## config.mk

```make
export PLATFORM = sky130hd
export DESIGN_NAME = dsp_mult_pattern_detect
export DESIGN_NICKNAME = d
export VERILOG_FILES = /design/src/rtl/dsp_pd_pkg.sv /design/src/rtl/dsp_pd_cmp.sv /design/src/rtl/dsp_mult_pattern_detect.sv
export SDC_FILE = /design/constraint.sdc
export NUM_CORES = 1
export LEC_CHECK = 0
export CORE_UTILIZATION = 56
export DETAILED_ROUTE_END_ITERATION = 6
export MAX_ROUTING_LAYER = met4
export PLACE_DENSITY = 0.82
export SLEW_MARGIN = 20
export SYNTH_ARGS = -nofsm -noshare
export SYNTH_HDL_FRONTEND = slang
export SYNTH_SLANG_ARGS = --single-unit
```

## constraint.sdc

```tcl
create_clock -name clk_i -period 5.75 [get_ports clk_i]
set_input_delay 1.15 -clock clk_i [delete_from_list [all_inputs] [get_ports clk_i]]
set_output_delay 1.15 -clock clk_i [all_outputs]
set_load 0.05 [all_outputs]
```

## src/rtl/dsp_pd_pkg.sv

```systemverilog
// Shared widths and types for the pattern-detecting multiplier.
// DSP_PD_MASK_EN (optional) enables the per-sample compare mask in the top level.
package dsp_pd_pkg;

  localparam int unsigned WIDTH_IN1_DEF = 26;
  localparam int unsigned WIDTH_IN2_DEF = 14;
  localparam int unsigned WIDTH_OUT_DEF = 40;

  localparam int unsigned PROD_FULL_W = WIDTH_IN1_DEF + WIDTH_IN2_DEF + 2;

  typedef logic [WIDTH_OUT_DEF:0] result_t;

endpackage

```

## src/rtl/dsp_pd_cmp.sv

```systemverilog
// Combinational masked equality: match when every unmasked bit of value equals pattern.
module dsp_pd_cmp #(
  parameter int unsigned WIDTH = 41
) (
  input  logic [WIDTH-1:0] value,
  input  logic [WIDTH-1:0] pattern,
  input  logic [WIDTH-1:0] mask,
  output logic             match
);

  assign match = ((value ^ pattern) & ~mask) == '0;

endmodule

```

## src/rtl/dsp_mult_pattern_detect.sv

```systemverilog
// Three-stage signed multiplier with a registered pattern-detect flag aligned to each product.
// Define DSP_PD_MASK_EN to add the pd_mask_i port (mask bit = 1 drops that bit from the compare).
module dsp_mult_pattern_detect
  import dsp_pd_pkg::*;
#(
  parameter int unsigned WIDTH_IN1 = WIDTH_IN1_DEF,
  parameter int unsigned WIDTH_IN2 = WIDTH_IN2_DEF,
  parameter int unsigned WIDTH_OUT = WIDTH_OUT_DEF
) (
  input  logic                 clk_i,
  input  logic                 rst_ni,
  input  logic [WIDTH_IN1:0]   a_i,
  input  logic [WIDTH_IN2:0]   b_i,
  input  logic [WIDTH_OUT:0]   pd_pattern_i,
`ifdef DSP_PD_MASK_EN
  input  logic [WIDTH_OUT:0]   pd_mask_i,
`endif
  output logic [WIDTH_OUT:0]   c_o,
  output logic                 ones_o
);

  localparam int unsigned ProdW = WIDTH_IN1 + WIDTH_IN2 + 2;

  logic signed [WIDTH_IN1:0] a_q;
  logic signed [WIDTH_IN2:0] b_q;
  logic [WIDTH_OUT:0]        pat1_q;
  logic [WIDTH_OUT:0]        pat2_q;
  logic [WIDTH_OUT:0]        ab_q;
  logic                      ones_q;
  logic [WIDTH_OUT:0]        mask2;
  logic                      match;

  logic signed [ProdW-1:0]   a_ext;
  logic signed [ProdW-1:0]   b_ext;
  logic signed [ProdW-1:0]   prod_full;
  logic [WIDTH_OUT:0]        ab_d;

  // Sign-extend to the full product width so the multiply never truncates early.
  assign a_ext     = ProdW'(a_q);
  assign b_ext     = ProdW'(b_q);
  assign prod_full = a_ext * b_ext;
  assign ab_d      = prod_full[WIDTH_OUT:0];

  always_ff @(posedge clk_i or negedge rst_ni) begin
    if (!rst_ni) begin
      a_q    <= '0;
      b_q    <= '0;
      pat1_q <= '0;
      pat2_q <= '0;
      ab_q   <= '0;
      ones_q <= 1'b0;
    end else begin
      a_q    <= a_i;
      b_q    <= b_i;
      pat1_q <= pd_pattern_i;
      pat2_q <= pat1_q;
      ab_q   <= ab_d;
      ones_q <= match;
    end
  end

`ifdef DSP_PD_MASK_EN
  logic [WIDTH_OUT:0] mask1_q;
  logic [WIDTH_OUT:0] mask2_q;

  always_ff @(posedge clk_i or negedge rst_ni) begin
    if (!rst_ni) begin
      mask1_q <= '0;
      mask2_q <= '0;
    end else begin
      mask1_q <= pd_mask_i;
      mask2_q <= mask1_q;
    end
  end

  assign mask2 = mask2_q;
`else
  assign mask2 = '0;
`endif

  dsp_pd_cmp #(
    .WIDTH (WIDTH_OUT + 1)
  ) u_cmp (
    .value   (ab_q),
    .pattern (pat2_q),
    .mask    (mask2),
    .match   (match)
  );

  assign c_o    = ab_q;
  assign ones_o = ones_q;

endmodule

```

==> results.sh, run 1 <==
export IMPL_outcome="finished, violations left"
export IMPL_violations="setup timing"
export IMPL_cp_max_fo=4
export IMPL_grt_usage_pct=31.1
export IMPL_areaGrowthSynthToFinish_pct=27.0
export IMPL_num_rows=66
export IMPL_worstSetupStartpoint="b_q[5]$_DFF_PN0_"
export IMPL_syn_inst=1796
export IMPL_synth_top_area_cell="fa_1"
export IMPL_critPathCapture="c_o[39]$_DFF_PN0_"
export IMPL_first_pass_iters=7
export IMPL_dieArea_sq_um=33800
export IMPL_ys_ff_latch=166
export IMPL_setup_ws_ns=-0.501
export IMPL_hold_path_class="register to register"
export IMPL_worst_pin_slew_ns=0.739
export IMPL_drive_above_1_share_pct=19.6
export IMPL_routabilityCongestion=0.934
export IMPL_yosys_top_cells_count="inv_1 (397), fa_1 (373), nand2_1 (254)"
export IMPL_setup_tns_ns=-6.26
export IMPL_path_depth=23
export IMPL_reg2reg_slack_ns=-0.50
export IMPL_cp_start_kind="register"
export IMPL_yosysTopAreaCellShare_pct=40.3
export IMPL_synth_area_leaders="fa_1 (40%), dfrtp_1 (22%), inv_1 (8.0%)"
export IMPL_worstSkewPairLatency_ns=0.48
export IMPL_final_min_clock_period_ns=6.25
export IMPL_rsz0062_at_grt="yes"
export IMPL_syn_area_sq_um=18500
export IMPL_worstPathCellList="buf_4 -> buf_4 -> and2_1 -> fa_1 -> inv_1 -> fa_1 -> inv_1 -> fa_1 -> fa_1 -> fa_1 -> inv_1 -> fa_1 -> inv_2 -> ha_4 -> a21o_1 -> a21o_1 -> a2111oi_4 -> o21a_4 -> o31ai_4 -> o21ai_4 -> buf_6 -> a311o_1 -> o311ai_2"
export IMPL_cap_violations=0
export IMPL_syn_area_per_cell_sq_um=10.3
export IMPL_grt_max_degree=66
export IMPL_hold_viol=0
export IMPL_final_util_pct=72.3
export IMPL_reg2reg_to="c_o[39]$_DFF_PN0_"
export IMPL_r2r_start="b_q[5]$_DFF_PN0_"
export IMPL_routedWlPerCell_microns=19.6
export IMPL_setup_viol=21
export IMPL_clock_tree_buffer_depth=2
export IMPL_skew_ns=0.0222
export IMPL_crit_buf_inv=7
export IMPL_cts_buffers=17
export IMPL_drc=0
export IMPL_path_common_cell="fa_1"
export IMPL_yosysMostFrequentCell="inv_1"
export IMPL_slowest_stage="fa_1"
export IMPL_drt_wl_total_mm=50.3
export IMPL_grt_pass1_vias=15466
export IMPL_chipWidth_microns=184
export IMPL_async_flop_share_pct=100
export IMPL_tritoncts="yes"
export IMPL_clockRootBuffer="clkbuf_16"
export IMPL_synth_edf_count=0
export IMPL_finalCritPeriodShare_pct=109
export IMPL_drtAntennaViolNets=0
export IMPL_io_buffers=126
export IMPL_synth_seq_area_share_pct=22.4
export IMPL_cts_sinks=166
export IMPL_hpwl_mm=37.7
export IMPL_grt_overflow_total=0
export IMPL_slowest_delay_ns=0.53
export IMPL_fp_dieH_microns=184
export IMPL_ctsHtreeMaxLevel=4
export IMPL_nets=2673
export IMPL_path_clk_slew_ns=0.08
export IMPL_core_sq_um=32500
export IMPL_maxSlewViolCount=0
export IMPL_crit_type="register to register"
export IMPL_via_per_inst=5.43
export IMPL_fmax_ghz=0.160
export IMPL_fin_hold_ws_ns=0.346
export IMPL_antenna_found_initial=1
export IMPL_ys_flop_type="dfrtp_1"
export IMPL_crit_required_ns=6.06
export IMPL_grt_pass1_wl_mm=76.9
export IMPL_netlist_cell_type_count=53
export IMPL_drtIter0Drc=1022
export IMPL_relSlewSlack_pct=50.7
export IMPL_critPathCaptureType="register"
export IMPL_ys_warn_count=0
export IMPL_vias=13957
export IMPL_start_util_pct=57.0
export IMPL_crit_arrival_ns=6.56
export IMPL_cp_top_family="adder cells"
export IMPL_io_pins=127
export IMPL_ff2ff_path_depth=23
export IMPL_synth_fp_nets=2357
-- sequential cells by signal, indices dropped and copies added, names as in the netlist --
signal / cells
c_o: 41
b_q: 15
ones_o: 1
pat2_q: 41
pat1_q: 41
a_q: 27
-- per-stage QoR --
step | cells | instance area (sq um) | setup slack [ns]
finish | 2568 | 23500 | -0.501
global route | 2568 | 23500 | -0.667
CTS | 2539 | 22900 | -0.249
floorplan | 1796 | 18600 | -0.00181
detailed placement | 2487 | 21800 | -0.481
global placement | 2487 | 21800 | -0.358
-- routing by layer --
layer | global-route usage, % | wire length (microns)
met5 | - | 0
met2 | 54.6 | 27000
met1 | 34.0 | 17100
met3 | 5.51 | 3330
met4 | 15.4 | 2870
-- repair_timing --
| action | in CTS | in global routing |
|---|---|---|
| buffers inserted | 21 | 26 |
| gates cloned | 0 | 4 |
| pin swaps | 44 | 52 |
| resized for setup | 86 | 80 |
| hold buffers | 0 | 0 |
| endpoints found under the setup margin | 22 | 23 |
-- placed cells by master, fill, tap and decap left out, types with 9 or more instances in the layout --
cell,netlist,final
nand2b_1,11,11
nand2_1,254,243
a21o_1,16,16
buf_12,0,18
dfrtp_2,0,20
nor2_1,44,43
fa_2,0,11
ha_4,0,17
and2_4,0,12
buf_6,0,22
xor2_1,51,49
a21oi_1,28,21
ha_1,103,86
fa_1,373,362
dfrtp_1,166,146
and2_1,138,126
inv_1,397,385
buf_4,0,197
nor4_1,10,9
xnor2_1,33,31
clkbuf_16,0,21
clkdlybuf4s50_1,0,125
inv_2,0,12
nand2_2,1,11
-- worst min path at each step --
stage | from | end | slack (ns) | depth (start not counted)
5_1_grt | pat1_q[33]$_DFF_PN0_ | pat2_q[33]$_DFF_PN0_ | 0.35 | 0
6_report | pat1_q[4]$_DFF_PN0_ | pat2_q[4]$_DFF_PN0_ | 0.35 | 0
2_1_floorplan | pat1_q[0]$_DFF_PN0_ | pat2_q[0]$_DFF_PN0_ | 0.33 | 0
4_1_cts | pat1_q[4]$_DFF_PN0_ | pat2_q[4]$_DFF_PN0_ | 0.34 | 0
3_5_place_dp | pat1_q[0]$_DFF_PN0_ | pat2_q[0]$_DFF_PN0_ | 0.33 | 0
3_3_place_gp | pat1_q[18]$_DFF_PN0_ | pat2_q[18]$_DFF_PN0_ | 0.33 | 0
-- logic make-up after synthesis --
family	Yosys count	share of synthesized area [%]
xor+xnor	84	3.97
simple gates	501	12.9
flops	166	22.4
buf+inv	467	9.46
fa+ha+maj	476	47.2
compound gates	102	4.09
-- cell type report --
class	instances	area [sq um]
Antenna cell	1	2.50
Clock buffer	17	425
Clock inverter	15	194
Fill cell	2049	9000
Inverter	397	1490
Multi-Input combinational cell	1163	13200
Sequential cell	166	4180
Tap cell	442	553
Timing Repair Buffer	367	3440
Power of run 1 is left out: the tool's default activity adds up to more than one toggle a clock period on the data nets, which glitch-free logic cannot reach.
==> inputs of run 2 (changes only) <==
--- a/config.mk
+++ b/config.mk
@@ -9,6 +9,7 @@
 export DETAILED_ROUTE_END_ITERATION = 6
 export MAX_ROUTING_LAYER = met4
 export PLACE_DENSITY = 0.82
+export SKIP_LAST_GASP = 1
 export SLEW_MARGIN = 20
 export SYNTH_ARGS = -nofsm -noshare
 export SYNTH_HDL_FRONTEND = slang
==> constraint.sdc (replaced) <==
create_clock -name clk_i -period 5.75 [get_ports clk_i]
set_input_delay 1.725 -clock clk_i [delete_from_list [all_inputs] [get_ports clk_i]]
set_output_delay 1.725 -clock clk_i [all_outputs]
set_load 0.05 [all_outputs]
==> run 2 against run 1 <==
  * Core utilization is 0.25 points lower
  * Count of clock-buffer cells in the layout stayed put
  * Non-clock buffer count is 9 lower
  * Global-route usage is 0.50 points higher
  * Sequential share of layout area is 0.055 points higher
  * Clock skew is 0.0042 ns higher
  * Die area stayed put
  * Critical endpoint is now c_o[24]$_DFF_PN0_
  * Wire length is 3.2% higher
  * Via count is 1.7% higher
  * First-iteration DRC count is 5.4% lower
  * Flip-flop and latch count stayed put
  * The run still ends with setup timing left
==> results.sh, run 2 (synthesis gave the netlist of run 1 again) <==
export IMPL_maxSlewViolCount=0
export IMPL_setup_viol=21
export IMPL_skew_ns=0.0264
export IMPL_via_per_inst=5.55
export IMPL_final_common_cell="inv_1"
export IMPL_violations="setup timing"
export IMPL_grt_pass1_vias=15740
export IMPL_finalCritPeriodShare_pct=107
export IMPL_ff2ff_path_depth=23
export IMPL_crit_required_ns=6.11
export IMPL_vias=14198
export IMPL_antennaDiodeCount=0
export IMPL_grt_max_degree=95
export IMPL_drc=0
export IMPL_worstSkewPairLatency_ns=0.48
export IMPL_cts_sinks=166
export IMPL_routabilityCongestion=0.952
export IMPL_path_clk_slew_ns=0.10
export IMPL_fp_dieH_microns=184
export IMPL_fin_hold_ws_ns=0.350
export IMPL_reg2reg_slack_ns=-0.39
export IMPL_worst_pin_slew_ns=0.930
export IMPL_core_sq_um=32500
export IMPL_setup_ws_ns=-0.389
export IMPL_crit_arrival_ns=6.50
export IMPL_cp_start_kind="register"
export IMPL_drtIter0Drc=967
export IMPL_relSlewSlack_pct=38.0
export IMPL_clockRootBuffer="clkbuf_16"
export IMPL_drive_above_1_share_pct=19.0
export IMPL_grt_pass1_wl_mm=78.0
export IMPL_hpwl_mm=37.7
export IMPL_critPathCaptureType="register"
export IMPL_clock_tree_buffer_depth=2
export IMPL_cap_violations=0
export IMPL_worstSetupStartpoint="b_q[2]$_DFF_PN0_"
export IMPL_nets=2664
export IMPL_tritoncts="yes"
export IMPL_cp_max_fo=4
export IMPL_hold_path_class="register to register"
export IMPL_final_cell_mix="inv_1 (381), fa_1 (365), nand2_1 (249)"
export IMPL_pre_cts_ws_ns=-0.486
export IMPL_final_min_clock_period_ns=6.14
export IMPL_drt_wl_total_mm=51.9
export IMPL_areaGrowthSynthToFinish_pct=26.5
export IMPL_grt_usage_pct=31.6
export IMPL_rsz0062_at_grt="yes"
export IMPL_routedWlPerCell_microns=20.3
export IMPL_dieArea_sq_um=33800
export IMPL_num_rows=66
export IMPL_cts_buffers=17
export IMPL_outcome="finished, violations left"
export IMPL_critPathCapture="c_o[24]$_DFF_PN0_"
export IMPL_antenna_found_initial=0
export IMPL_grt_overflow_total=0
export IMPL_hold_viol=0
export IMPL_crit_type="register to register"
export IMPL_reg2reg_to="c_o[24]$_DFF_PN0_"
export IMPL_io_buffers=126
export IMPL_fmax_ghz=0.163
export IMPL_io_pins=127
export IMPL_first_pass_iters=5
export IMPL_drtAntennaViolNets=0
export IMPL_r2r_start="b_q[2]$_DFF_PN0_"
export IMPL_ctsHtreeMaxLevel=4
export IMPL_chipWidth_microns=184
export IMPL_start_util_pct=57.0
==> run 2: cell count changes in the layout (fill, tap and decap cells not counted), moves of 4 or more <==
cell,before,now
and2_1,126,130
and2_4,12,8
a21oi_2,6,11
nand2_2,11,5
inv_2,12,16
nand2_1,243,249
inv_1,385,381
buf_4,197,193
clkbuf_16,21,17
a21oi_1,21,15
==> run 2: per-stage QoR <==
stage | utilization, % | instance area [sq um] | setup TNS, ns | instances
after floorplan | - | 18600 | -0.00181 | 1796
after global placement | 66.9 | 21800 | -2.75 | 2491
after detailed placement | 66.9 | 21800 | -4.85 | 2491
after CTS | 70.5 | 22900 | -2.08 | 2539
after global routing | 72.1 | 23500 | -8.44 | 2558
final | 72.1 | 23500 | -4.86 | 2558
==> run 2: what timing repair did <==
action	in CTS	in global routing
setup buffers	14	21
cloned	2	0
hold buffers	0	0
pin swaps	42	69
resized for setup	80	84
setup endpoints to repair	23	25
==> run 2: area by class of cell <==
class / instances / area, sq um
Fill cell: 2051 / 9080
Tap cell: 442 / 553
Sequential cell: 166 / 4180
Multi-Input combinational cell: 1163 / 13300
Clock buffer: 17 / 425
Timing Repair Buffer: 358 / 3340
Inverter: 397 / 1490
Clock inverter: 15 / 210
==> run 2: routing by layer <==
| metal | track usage (%) | routed length (microns) |
|---|---|---|
| met5 | - | 0 |
| met4 | 18.0 | 3750 |
| met3 | 5.11 | 3120 |
| met2 | 55.7 | 27500 |
| met1 | 33.7 | 17500 |
==> run 2: worst max-delay path: stages (launching register included) <==
cell and delay (ns):
dfrtp_2 0.43, buf_6 0.13, and2_4 0.15, fa_1 0.56, inv_2 0.05, fa_1 0.53, inv_2 0.05, fa_1 0.55
inv_2 0.04, fa_1 0.55, fa_1 0.44, fa_1 0.56, inv_2 0.05, ha_4 0.29, nand3_4 0.08, buf_6 0.14
nor3b_4 0.26, nor3_4 0.08, a21o_1 0.24, buf_6 0.13, a311oi_4 0.31, o21a_1 0.18, nor2_2 0.06, xnor2_2 0.13
==> run 2: how the worst min path moves through the flow <==
stage	from	endpoint	slack, ns	cells after the start
5_1_grt	pat1_q[4]$_DFF_PN0_	pat2_q[4]$_DFF_PN0_	0.35	0
3_3_place_gp	pat1_q[18]$_DFF_PN0_	pat2_q[18]$_DFF_PN0_	0.33	0
4_1_cts	pat1_q[34]$_DFF_PN0_	pat2_q[34]$_DFF_PN0_	0.35	0
3_5_place_dp	pat1_q[0]$_DFF_PN0_	pat2_q[0]$_DFF_PN0_	0.33	0
6_report	pat1_q[4]$_DFF_PN0_	pat2_q[4]$_DFF_PN0_	0.35	0
2_1_floorplan	pat1_q[0]$_DFF_PN0_	pat2_q[0]$_DFF_PN0_	0.33	0
Power of run 2 is left out for the same reason.
==> inputs of run 3 (changes only) <==
--- a/config.mk
+++ b/config.mk
@@ -5,6 +5,7 @@
 export SDC_FILE = /design/constraint.sdc
 export NUM_CORES = 1
 export LEC_CHECK = 0
+export ABC_CLOCK_PERIOD_IN_PS = 5750
 export CORE_UTILIZATION = 56
 export DETAILED_ROUTE_END_ITERATION = 6
 export MAX_ROUTING_LAYER = met4
==> results of run 3 <==
The final DEF is identical to that of run 2; final timing and power are the same.
Power of run 3 is left out for the same reason.
==> RTL change: new RTL, flow settings as in run 2 <==
Add a define of `DSP_PD_MASK_EN`.
--- a/src/rtl/dsp_mult_pattern_detect.sv
+++ b/src/rtl/dsp_mult_pattern_detect.sv
@@ -1,4 +1,6 @@
 // Three-stage signed multiplier with a registered pattern-detect flag aligned to each product.
 // Define DSP_PD_MASK_EN to add the pd_mask_i port (mask bit = 1 drops that bit from the compare).
+`define DSP_PD_MASK_EN
+
 module dsp_mult_pattern_detect
   import dsp_pd_pkg::*;
Ports: changed (added pd_mask_i); port bits go from 127 to 168. The function was not compared with the original's and may differ.
==> RTL change against run 2 <==
- the run ends with design-rule violations, negative setup slack left
- fmax rose by 0.76%
- synthesized cell count rose by 4.6%
- setup slack improved by 0.046 ns
- clock skew fell by 0.0013 ns
- via count rose by 2.4%
- wire length rose by 5.2%
- final cell count rose by 4.8%
- sequential cell count rose by 82
- sequential share of layout area rose by 6.4 points
- cell area rose by 9.8%
- synthesized area rose by 11%
- first-iteration DRC count rose by 4.3%
Power is not shown: default switching activity piles up to over one toggle a cycle in this logic, so the estimate is an artifact.
==> RTL change: results (changes against run 2) <==
| Metric | Value |
|---|---|
| Status | finished, violations left |
| Violated checks | design-rule violations, negative setup slack |
| Root Driver | clkbuf_16 |
| Worst Path Arrival | 6.55 ns (+0.05 ns) |
| DRC Markers | 7 (+7) |
| Hold Path Depth | 0 (unchanged) |
| Num CTS Buffers | 26 (+9) |
| Nets | 2,802 (+5.2%) |
| Crit path from | b_q[0]$_DFF_PN0_ |
| Vias in the first global route | 15,940 (+1.2%) |
| Largest net degree at the start of global routing | 110 (+16%) |
| Dominant cells by area after synthesis | fa_1 (36%), dfrtp_1 (30%), inv_1 (7.3%), ha_1 (6.3%), nand2_1 (4.8%) |
| First-pass GRT wire length | 81,940 µm (+5.1%) |
| Synthesis warning total | 0 (unchanged) |
| Wire per inst | 20.37 µm (+0.37%) |
| Initial DRC Count | 1,009 (+4.3%) |
| Hpwl dp | 39,990 µm (+6.0%) |
| Post-Syn Area per Cell | 10.92 µm² (+5.8%) |
| Crit path kind | reg2reg |
| Hold EP | pat2_q[27]$_DFF_PN0_ |
| H-tree depth | 1 (-3) |
| Critical path fanouts, max | 5 (+1) |
| Clk Latency, worst-skew pair | 0.57 ns (+0.09 ns) |
| Clock Skew | 0.02509 ns (-0.001278 ns) |
| Register area share after synthesis | 30.24% (+7.8 points) |
| Final setup fails | 19 (-9.5%) |
| Synth async-reset ratio | 100.0% (unchanged) |
| Synth top cells by count | inv_1 (399), fa_1 (373), nand2_1 (265) |
| Hold Path Origin | pat1_q[27]$_DFF_PN0_ |
| Initial antenna violation count | 3 (+3) |
| Post-place instance area | 23,890 µm² (+9.7%) |
| RD Place Congestion | 0.9437 (-0.90%) |
| Worst Slack Setup Final | -0.3425 ns (+0.04619 ns) |
| Port Buf Inserts | 167 (+33%) |
| Crit-path slowest cell | fa_1 |
| Layout cell share with drive strength beyond 1 | 15.64% (-3.4 points) |
| CP endpoint | c_o[22]$_DFF_PN0_ |
| Total track usage | 29.16% (-2.4 points) |
| HP Class | reg2reg |
| WHS | 0.3374 ns (-0.01284 ns) |
| Worst-path clk slew | 0.07 ns (-0.03 ns) |
| Initial DRT Pass Iterations | 7 (+2) |
| Via density per instance | 5.419 (-2.4%) |
| Worst slew pin tran | 0.8082 ns (-0.1217 ns) |
| Syn_nets | 2,481 (+5.3%) |
| Crit-path max cell delay | 0.59 ns (+0.03 ns) |
| Crit-path leading delay family | adder cells |
| Netlist cell types | 48 (-9.4%) |
| Worst-case clock buffer depth | 3 (+1) |
| Reg-to-reg endpoint | c_o[22]$_DFF_PN0_ |
-- RTL change: changes by cell type in the layout (fill, tap and decap cells not counted), sizes merged, moves of 8 or more --
cell                  run 2  this run
a21oi                    28        42
buf                     232       192
clkbuf                   17        41
clkdlybuf4s50           125       166
dfrtp                   166       248
nand2                   255       265
nor2                     44        36
o22ai                     1        21
xnor2                    33        78
xor2                     51         9
-- RTL change: routing by layer --
layer | GRT usage [%] | part of all wire (%)
met3 | 3.696 | 5.8
met2 | 51.03 | 53
met5 | - | 0
met4 | 11.70 | 5.6
met1 | 34.25 | 35
-- RTL change: layout make-up --
type / count / area, µm²
sequential: 248 / 6230
tap: 461 / 576.8
clock inverter: 9 / 111.4
fill: 2266 / 10080
clock buffer: 38 / 755.7
multi-input combinational: 1163 / 13050
antenna: 2 / 5.005
inverter: 400 / 1504
timing repair buffer: 361 / 3511
-- RTL change: metrics by stage --
step	setup TNS, ns	cells	utilization [%]	setup WS [ns]
finish	-3.439	2682	71.85	-0.3425
global route	-5.661	2682	71.85	-0.4638
CTS	-0.9881	2651	69.99	-0.1560
detailed placement	-2.524	2588	66.68	-0.3075
global placement	-1.505	2588	66.68	-0.2271
floorplan	0	1879	-	0.008609
-- RTL change: what timing repair did --
item,in CTS,in global routing
pin swaps,20,52
setup endpoints to repair,15,19
buffers inserted,16,26
cloned,0,3
gates resized for setup,38,93
-- RTL change: logic make-up after synthesis --
kind of cell / Yosys count / share of synthesized area [%]
xor+xnor: 87 / 3.713
compound gates: 119 / 3.853
fa+ha+maj: 476 / 42.66
buf+inv: 468 / 8.559
simple gates: 481 / 10.98
flops: 248 / 30.24
